### config.mk
export PLATFORM = sky130hd
export DESIGN_NAME = mini_core_dmem_arb
export DESIGN_NICKNAME = d
export VERILOG_FILES = /design/src/rtl/mini_core_dmem_arb.sv
export SDC_FILE = /design/constraint.sdc
export NUM_CORES = 1
export LEC_CHECK = 0
export CAP_MARGIN = 5
export CELL_PAD_IN_SITES_DETAIL_PLACEMENT = 0
export CELL_PAD_IN_SITES_GLOBAL_PLACEMENT = 2
export CORE_MARGIN = 2
export CORE_UTILIZATION = 11
export DETAILED_ROUTE_END_ITERATION = 10
export GPL_TIMING_DRIVEN = 0
export MAX_ROUTING_LAYER = met4
export PLACE_DENSITY = 0.95
export SKIP_LAST_GASP = 1
export SLEW_MARGIN = 10
export SYNTH_ARGS = -nofsm -noshare
export SYNTH_HDL_FRONTEND = slang
export SYNTH_SLANG_ARGS = --single-unit
### constraint.sdc
create_clock -name Clock -period 4.1 [get_ports Clock]
set_clock_uncertainty 0.1 [all_clocks]
set_input_delay 0.82 -clock Clock [delete_from_list [all_inputs] [get_ports Clock]]
set_output_delay 0.82 -clock Clock [all_outputs]
set_load 0.005 [all_outputs]
### src/rtl/mini_core_dmem_arb.sv
// -----------------------------------------------------------------------------
// mini_core_dmem_arb
//
// Shares the single D_MEM port between the core's Q103H memory-access stage and
// an external requester (debug / fabric loader). By default the core wins a
// conflict. A starvation counter makes sure the external requester wins after
// MAX_EXT_WAIT consecutive lost cycles. Each accepted read is tracked for one
// cycle, so the D_MEM read data that arrives the next cycle is flagged as valid
// toward the requester that owns it.
//
// Ports
//   Clock, Rst          : core clock, asynchronous active-low reset
//   CoreReq*            : core request (valid, addr, store data, byte enables,
//                         write / read strobes); held stable until accepted
//   DMemReady           : back-pressure to the core (1 = accepted or idle)
//   CoreRdRsp*          : core load response (valid flag plus data)
//   ExtReq*             : external request, same fields as the core request
//   ExtReqReady         : external request accepted this cycle
//   ExtRdRsp*           : external load response (valid flag plus data)
//   Mem*                : request presented to D_MEM (all zero when idle)
//   MemAccept           : D_MEM takes the presented request this cycle
//   MemRdData           : D_MEM read data, one cycle after an accepted read
// -----------------------------------------------------------------------------
module mini_core_dmem_arb #(
    parameter int MAX_EXT_WAIT = 4,
    parameter int WAIT_CNT_W   = 8
) (
    input  logic        Clock,
    input  logic        Rst,

    input  logic        CoreReqValid,
    input  logic [31:0] CoreReqAddr,
    input  logic [31:0] CoreReqWrData,
    input  logic [3:0]  CoreReqByteEn,
    input  logic        CoreReqWrEn,
    input  logic        CoreReqRdEn,
    output logic        DMemReady,
    output logic        CoreRdRspValid,
    output logic [31:0] CoreRdRspData,

    input  logic        ExtReqValid,
    input  logic [31:0] ExtReqAddr,
    input  logic [31:0] ExtReqWrData,
    input  logic [3:0]  ExtReqByteEn,
    input  logic        ExtReqWrEn,
    input  logic        ExtReqRdEn,
    output logic        ExtReqReady,
    output logic        ExtRdRspValid,
    output logic [31:0] ExtRdRspData,

    output logic        MemReqValid,
    output logic [31:0] MemAddr,
    output logic [31:0] MemWrData,
    output logic [3:0]  MemByteEn,
    output logic        MemWrEn,
    output logic        MemRdEn,
    input  logic        MemAccept,
    input  logic [31:0] MemRdData
);

    localparam logic [WAIT_CNT_W-1:0] WaitLimit = WAIT_CNT_W'(MAX_EXT_WAIT);

    logic [WAIT_CNT_W-1:0] waitCnt;
    logic                  extPri;
    logic                  gntExt;
    logic                  gntCore;
    logic                  rdAccept;
    logic                  rdPend_p1;
    logic                  rdOwner_p1;

    // Grant: all requests are masked while reset is held so nothing reaches
    // D_MEM and neither requester sees an accept.
    assign extPri  = (waitCnt >= WaitLimit);
    assign gntExt  = Rst & ExtReqValid & (~CoreReqValid | extPri);
    assign gntCore = Rst & CoreReqValid & ~gntExt;

    assign MemReqValid = gntCore | gntExt;
    assign DMemReady   = Rst & (~CoreReqValid | (gntCore & MemAccept));
    assign ExtReqReady = gntExt & MemAccept;

    always_comb begin
        MemAddr   = '0;
        MemWrData = '0;
        MemByteEn = '0;
        MemWrEn   = 1'b0;
        MemRdEn   = 1'b0;
        if (gntExt) begin
            MemAddr   = ExtReqAddr;
            MemWrData = ExtReqWrData;
            MemByteEn = ExtReqByteEn;
            MemWrEn   = ExtReqWrEn;
            MemRdEn   = ExtReqRdEn;
        end else if (gntCore) begin
            MemAddr   = CoreReqAddr;
            MemWrData = CoreReqWrData;
            MemByteEn = CoreReqByteEn;
            MemWrEn   = CoreReqWrEn;
            MemRdEn   = CoreReqRdEn;
        end
    end

    // Starvation counter: counts consecutive cycles the external request waits,
    // including cycles lost only because D_MEM did not accept.
    always_ff @(posedge Clock or negedge Rst) begin
        if (!Rst) begin
            waitCnt <= '0;
        end else if (ExtReqValid && !ExtReqReady) begin
            if (waitCnt != '1) begin
                waitCnt <= waitCnt + WAIT_CNT_W'(1);
            end
        end else begin
            waitCnt <= '0;
        end
    end

    // Stage p0 -> p1: remember whether this cycle's accept was a read and who
    // owns it. Reloaded every cycle so back-to-back reads need no extra state.
    assign rdAccept = MemReqValid & MemAccept & MemRdEn;

    always_ff @(posedge Clock or negedge Rst) begin
        if (!Rst) begin
            rdPend_p1  <= 1'b0;
            rdOwner_p1 <= 1'b0;
        end else begin
            rdPend_p1  <= rdAccept;
            rdOwner_p1 <= rdAccept & gntExt;
        end
    end

    // Stage p1: D_MEM data goes to both requesters; only the valid flag steers.
    assign CoreRdRspValid = rdPend_p1 & ~rdOwner_p1;
    assign ExtRdRspValid  = rdPend_p1 & rdOwner_p1;
    assign CoreRdRspData  = MemRdData;
    assign ExtRdRspData   = MemRdData;

    // A request that is both a load and a store has no defined meaning.
    coreRdWrExclusive: assert property (@(posedge Clock) disable iff (!Rst)
        !(CoreReqValid && CoreReqRdEn && CoreReqWrEn));
    extRdWrExclusive: assert property (@(posedge Clock) disable iff (!Rst)
        !(ExtReqValid && ExtReqRdEn && ExtReqWrEn));

endmodule

# After elaboration in Yosys (flattened, before gate mapping)
# Cells that the tools add are included.
totals:
  input_bits: 177
  register_bits: 10
classes:
  bitwise_logic: 18
  addsub: 1
  order_cmp: 1
  reduce_logical: 2
  n_mux: 12
  n_eq_ne: 2
ops:
  columns: ["operator", "count"]
  rows:
  - ["$mux W32", 4]
  - ["$mux W8", 2]
  - ["$and A1 B1 Y1", 12]
  - ["$add A8 B1 Y8 const B", 1]
  - ["$ge A8 B3 Y1 const B", 1]
  - ["$mux W4", 2]
  - ["$ne A8 B8 Y1 const B", 1]
  - ["$mux W1", 4]
  - ["$not A1 Y1", 3]
  - ["$or A1 B1 Y1", 3]
  - ["$ne A2 B1 Y1 const B", 1]
  - ["$logic_and A1 B1 Y1", 1]
  - ["$logic_not A1 Y1", 1]

# Longest topological paths before layout
# Gate-level depths: netlist (run 1).
depth:
  ltp_word: 9
  depth_mapped: 6

# Worst setup path after synthesis (run 1)
# No wires, ideal clock.
synth_path:
  path_kind: "input to output"
  startpoint: "input port CoreReqValid"
  endpoint: "output port MemAddr[0]"
  slack_ns: 1.149
  path_stages: 5
  arrival_ns: 2.031
  required_time_ns: 3.180
  path_buffers: 2
  path_cell_list: "or4b_4 -> o211a_1 -> buf_6 -> buf_8 -> a32o_1"
synth_between:
  elab_chain_len: 7
synth_rtl:
  columns: ["item", "line", "rtl"]
  rows:
  - ["start, declared", "31", "input logic CoreReqValid,"]
  - ["$not A1 Y1", "74", "assign gntExt = Rst & ExtReqValid & (~CoreReqValid | extPri);"]
  - ["$or A1 B1 Y1", "74", null]
  - ["$and A1 B1 Y1", "74", null]
  - ["$not A1 Y1", "75", "assign gntCore = Rst & CoreReqValid & ~gntExt;"]
  - ["$and A1 B1 Y1", "75", null]
  - ["$mux W32", "93", "end else if (gntCore) begin"]
  - ["$mux W32 (*)", "87", "if (gntExt) begin"]
  - ["end, declared", "52", "output logic [31:0] MemAddr,"]
# Mark *: on every way between the ends. The rest lies on a longest branch, timed or not.

# Worst setup path in the final report (run 1)
layout_path:
  startpoint: "input port Rst"
  endpoint: "output port MemAddr[31]"
layout_between:
  elab_chain_len: 6
layout_rtl:
  columns: ["item", "line", "rtl"]
  rows:
  - ["start, declared", "29", "input logic Rst,"]
  - ["$and A1 B1 Y1 (2 in a row)", "74", null]
  - ["$not A1 Y1", "75", null]
  - ["$and A1 B1 Y1", "75", null]
  - ["$mux W32", "93", null]
  - ["$mux W32 (*)", "87", null]
# Marks and branches as above.

==> impl_metrics.yaml, run 1 <==
outcome:
  outcome: "complete, no violations"
clock_tree:
  clock_latency_ns: 0.24
  h-tree-depth: 1
  cts_root_buf: "clkbuf_16"
  cts_tree: "built"
  cts.sinks: 10
  cts_hold_buffers: 0
  clockBufferDepth: 2
  clkTransAtPathRegs_ns: 0.04
  cts_inserted_buffers: 3
detailed_routing:
  drtAntennaViolNets: 0
  drtIter0Drc: 150
  wl_per_cell_um: 14.84
  via_per_inst: 3.978
  drc: 0
  wirelength_um: 11040
  detail_route.first_pass.iterations: 5
  via_count: 2960
sta:
  setup_viol: 0
  hold_viol_final: 0
  worstMarginPinSlew_ns: 0.5566
  max_freq_mhz: 255.3
  setup_slack_ns: 0.1829
  slew_viol_final: 0
  period_share_pct: 95.54
  totalNegativeSetupSlack_ns: 0
  period_minus_slack_ns: 3.917
  relSlewSlack_pct: 62.89
  rsz0062_at_grt: "no"
logic_synthesis:
  synthTopCellsByCount: "a32o_1 (71), buf_4 (65), clkbuf_8 (10), dfrtp_1 (10), buf_8 (7)"
  synth-edff-count: 0
  postSynth.asyncResetShare_pct: 100.0
  syn_inst: 221
  synth.avg_cell_area_sq_um: 9.540
  yosys.cell_count.top_type: "a32o_1"
  syn_nets: 400
  ys_seq_elements: 10
  yosys-top-cells-area: "a32o_1 (34%), buf_4 (23%), dfrtp_1 (12%)"
  yosysWarnings: 0
  syn_area_sq_um: 2108
  synth-seq-area-share_pct: 11.87
  synth_ff_type: "dfrtp_1"
  yosysUniqueCellTypes: 37
  yosys.area.top_type: "a32o_1"
  synth.top_cell.area_share_pct: 33.71
floorplan:
  coreArea_sq_um: 18770
  die_w_um: 142.4
  io_pins: 316
  die_area_sq_um: 20290
  row_count: 50
  start_util_pct: 11.23
  die_height_um: 142.4
global_routing:
  antenna_found_initial: 0
  grt_pass1_vias: 2883
  grt_max_degree: 17
  grt_pass1_wl_um: 15480
  grt_util_all_layers_pct: 9.821
  globalRouteOverflowTotal: 0
finish:
  post-route-cell-area_sq_um: 5353
  drive_gt1_share_pct: 19.80
  final_util_pct: 28.52
  fin_nets: 690
  diodes: 0
  syn_to_final_growth_pct: 153.9
critical_path:
  reg2reg_to: "waitCnt[3]"
  crit_start: "Rst"
  critPathLaunchType: "input pin"
  r2r_cells: 4
  path_max_fanout: 16
  crit_type: "input pin to output pin"
  reg2reg_from: "waitCnt[5]"
  cp_data_required_time_ns: 3.18
  reg2reg_setup_slack_ns: 2.16
  worstPathArrival_ns: 3.00
  endpoint_kind: "output pin"
power:
  pwr-share-clk_pct: 23.5
  powerDensity_nw_per_um2: 156.8
  p_leak_uw: 0.002048
  p_comb_share_pct: 63.2
  peakVddDrop_mv: 0.09128
  swShare_pct: 25.48
  p_int_uw: 625.3
  switchingPower_uw: 213.8
  pwr-share-seq_pct: 13.3
placement:
  gp_congestion: 0.7667
  pre_cts_slack_ns: -0.4281
  placed_area_sq_um: 5234
  dp_hpwl_um: 9243
  io_buffers: 283
run:
  drv_cap: 0
min_path:
  hold_class: "input pin to async pin"
[worst max-delay path, cell delays in order]
cell and delay [ns]:
clkdlybuf4s15_2 0.40, and2_1 0.19, clkbuf_8 0.19, dlygate4sd1_1 0.57, a32o_1 0.28, clkdlybuf4s50_1 0.53
[state kept, by name (all words and copies together), names as in the netlist]
| register | cells |
|---|---|
| rdOwner_p1 | 1 |
| rdPend_p1 | 1 |
| waitCnt | 8 |
[kinds of logic (layout without fill, tap and decap cells)]
kind of cell / Yosys count / after routing / share of synthesized area, %
buf+inv: 92 / 381 / 38.10
flops: 10 / 10 / 11.87
simple gates: 29 / 29 / 8.902
fa+ha+maj: 2 / 2 / 1.187
compound gates: 88 / 88 / 39.94
[worst max-delay path by stage]
stage	to	slack [ns]	depth (start not counted)
after floorplan	MemAddr[0]	1.15	5
after global placement	MemAddr[31]	-0.44	6
after detailed placement	MemAddr[31]	-0.43	6
after CTS	MemAddr[13]	0.01	7
after global routing	MemAddr[31]	0.0001	6
final	MemAddr[31]	0.18	6
[power by group through the flow]
stage                     sequential (uW)  clock, uW  combinational [uW]
final                                 112        197                 530
after global routing                  113        205                 567
after CTS                             112        198                 538
after detailed placement              113          0                 531
after global placement                113          0                 529
after floorplan                       111          0                 190
[routing by layer]
layer  wire length [um]  GRT usage, %  part of all wire [%]  up-vias
li1                   -             -                     -     1419
met1               4336         11.25                    39     1373
met2               5702         18.37                    52      164
met3                965         1.918                   8.7        4
met4                 38        0.7817                  0.34        0
met5                  0             -                     0        -
[cells in the final DEF, fill, tap and decap left out, types with 4 or more instances in the layout]
cell type          n
a32o_1            71
nor3_1             4
and2_1             4
buf_8              7
buf_4             66
dfrtp_1           10
and3_1             4
clkdlybuf4s50_1  280
clkbuf_8          11
a211oi_1           4
[layout make-up]
class / instances / area [sq um]
Fill cell: 2012 / 13420
Sequential cell: 10 / 250.2
Multi-Input combinational cell: 119 / 1055
Timing Repair Buffer: 285 / 2863
Tap cell: 234 / 292.8
Inverter: 2 / 7.507
Buffer: 90 / 795.8
Clock buffer: 4 / 88.84
[through the flow]
stage,cells,hold slack [ns],power [uW]
floorplan,221,0.4244,300.7
global placement,738,0.4823,641.7
detailed placement,738,0.4853,643.8
CTS,744,0.4891,848.1
global route,744,0.5102,885.6
finish,744,0.4771,839.1
[what timing repair did]
action | CTS | global route
setup buffers | 2 | 0
setup endpoints to repair | 71 | 25
pin swaps | 1 | 0
endpoints found under the hold margin | 0 | 0
resized for setup | 4 | 1
(Power assumes the default switching activity.)
==> run 2: changes to the inputs <==
--- a/config.mk
+++ b/config.mk
@@ -13,7 +13,7 @@
 export DETAILED_ROUTE_END_ITERATION = 10
 export GPL_TIMING_DRIVEN = 0
 export MAX_ROUTING_LAYER = met4
-export PLACE_DENSITY = 0.95
+export PLACE_DENSITY = 0.92
 export SKIP_LAST_GASP = 1
 export SLEW_MARGIN = 10
 export SYNTH_ARGS = -nofsm -noshare
==> impl_metrics.yaml, run 2 (synthesized netlist as in run 1, its figures left out) <==
outcome:
  outcome: "complete, no violations"
finish:
  fin_nets: 690
  largest_register: "waitCnt"
  largest_reg_flops: 8
  fillers: 1991
  post-route-cell-area_sq_um: 5330
  layout_common_cells: "clkdlybuf4s50_1 (281), a32o_1 (71), buf_4 (66)"
  layout_commonest_cell: "clkdlybuf4s50_1"
  syn_to_final_growth_pct: 152.8
  reg.largest.list: "waitCnt (8), rdOwner_p1 (1), rdPend_p1 (1)"
  drive_gt1_share_pct: 19.65
  diodes: 0
clock_tree:
  cts_inserted_buffers: 3
  cts_tree: "built"
  clockBufferDepth: 2
  clock_latency_ns: 0.24
  clkTransAtPathRegs_ns: 0.04
  h-tree-depth: 1
  cts_root_buf: "clkbuf_16"
  cts.sinks: 10
sta:
  worstMarginPinSlew_ns: 0.4006
  relSlewSlack_pct: 73.30
  setup_slack_ns: 0.2309
  setup_viol: 0
  max_freq_mhz: 258.5
  slew_viol_final: 0
  fin_hold_ws_ns: 0.3942
  rsz0062_at_grt: "no"
  hold_viol_final: 0
  period_minus_slack_ns: 3.869
  period_share_pct: 94.37
floorplan:
  io_pins: 316
  die_area_sq_um: 20290
  die_height_um: 142.4
  row_count: 50
  coreArea_sq_um: 18770
  die_w_um: 142.4
  start_util_pct: 11.23
power:
  p_leak_uw: 0.002029
  peakVddDrop_mv: 0.1088
  powerDensity_nw_per_um2: 153.3
critical_path:
  cp_data_required_time_ns: 3.18
  endpoint_kind: "output pin"
  critPathLaunchType: "input pin"
  worstPathArrival_ns: 2.95
  critPathMaxStageDelay_ns: 0.52
  crit_path_top_delay_cell: "or4b_4"
  path_max_fanout: 10
  path_cells: "dlygate4sd2_1 > or4b_4 > o211a_1 > buf_6 > buf_8 > a32o_1 > clkdlybuf4s50_1"
  crit_type: "input pin to output pin"
  r2r_cells: 4
global_routing:
  grt_max_degree: 17
  grt_pass1_vias: 2783
  antenna_found_initial: 0
  grt_util_all_layers_pct: 9.869
  grt_pass1_wl_um: 15460
  globalRouteOverflowTotal: 0
placement:
  pre_cts_slack_ns: -0.2772
  io_buffers: 283
  dp_hpwl_um: 9212
  placed_area_sq_um: 5234
  gp_congestion: 0.7552
run:
  drv_cap: 0
detailed_routing:
  wl_per_cell_um: 15.23
  drc: 0
  detail_route.first_pass.iterations: 4
  wirelength_um: 11320
  via_count: 2990
  drtAntennaViolNets: 0
  via_per_inst: 4.024
  drtIter0Drc: 180
min_path:
  hold_class: "input pin to async pin"
run 2: cell count changes in the layout (fill, tap and decap cells not counted), sizes merged:
cell / change
dlymetal6s2s: -1
clkdlybuf4s15: -1
clkdlybuf4s50: +1
run 2: report_power, final:
part | internal [uW] | total, uW | switching, uW
logic | 374 | 533 | 160
clock network | 127 | 172 | 45.7
registers | 105 | 111 | 6.75
run 2: worst max-delay path: cells and delay by family:
kind	cells	cell delay, ns
AOI/OAI and AO/OA	2	0.49
buffers and inverters	4	1.10
and+or+nand+nor	1	0.52
run 2: per-layer routing:
| layer | share of wire, % | global-route usage (%) | up-vias | wire (um) |
|---|---|---|---|---|
| li1 | - | - | 1418 | - |
| met5 | 0 | - | - | 0 |
| met4 | 1.0 | 1.668 | 0 | 114 |
| met2 | 52 | 17.91 | 152 | 5875 |
| met1 | 38 | 11.08 | 1410 | 4336 |
| met3 | 8.7 | 2.456 | 10 | 990 |
run 2: per-stage QoR:
step | utilization, % | std cells | setup TNS (ns) | total power, uW
after floorplan | - | 221 | 0 | 300.7
after global placement | 27.89 | 738 | -13.11 | 644.5
after detailed placement | 27.89 | 738 | -12.71 | 644.1
after CTS | 28.42 | 743 | 0 | 828.3
after global routing | 28.40 | 743 | 0 | 865.6
final | 28.40 | 743 | 0 | 817.0
run 2: cell type report:
type	count	area [sq um]	area share (%)
Timing Repair Buffer	285	2854	53.54
Inverter	2	7.507	0.1408
Buffer	90	795.8	14.93
Sequential cell	10	250.2	4.695
Tap cell	234	292.8	5.493
Clock buffer	3	75.07	1.408
Multi-Input combinational cell	119	1055	19.79
run 2: repair_timing:
| action | 4_1_cts | 5_1_grt |
|---|---|---|
| gates resized for setup | 2 | 2 |
| setup endpoints to repair | 71 | 20 |
| pin swaps | 1 | 0 |
| setup buffers | 2 | 0 |
| hold buffers | 0 | 0 |
run 2: worst paths after layout:
path / start / end / slack [ns]
min: Rst / waitCnt[6] / 0.39
min reg2reg: waitCnt[1] / waitCnt[1] / 0.50
max reg2reg: waitCnt[5] / waitCnt[3] / 2.16
min in group Clock: waitCnt[1] / waitCnt[1] / 0.50
max: CoreReqValid / MemWrData[5] / 0.23
max in group asynchronous: Rst / waitCnt[7] / 3.23
==> run 3: changes to the inputs <==
--- a/config.mk
+++ b/config.mk
@@ -5,6 +5,7 @@
 export SDC_FILE = /design/constraint.sdc
 export NUM_CORES = 1
 export LEC_CHECK = 0
+export ABC_CLOCK_PERIOD_IN_PS = 4100
 export CAP_MARGIN = 5
 export CELL_PAD_IN_SITES_DETAIL_PLACEMENT = 0
 export CELL_PAD_IN_SITES_GLOBAL_PLACEMENT = 2
==> results of run 3 <==
The final DEF is identical to that of run 2; final timing and power are the same.
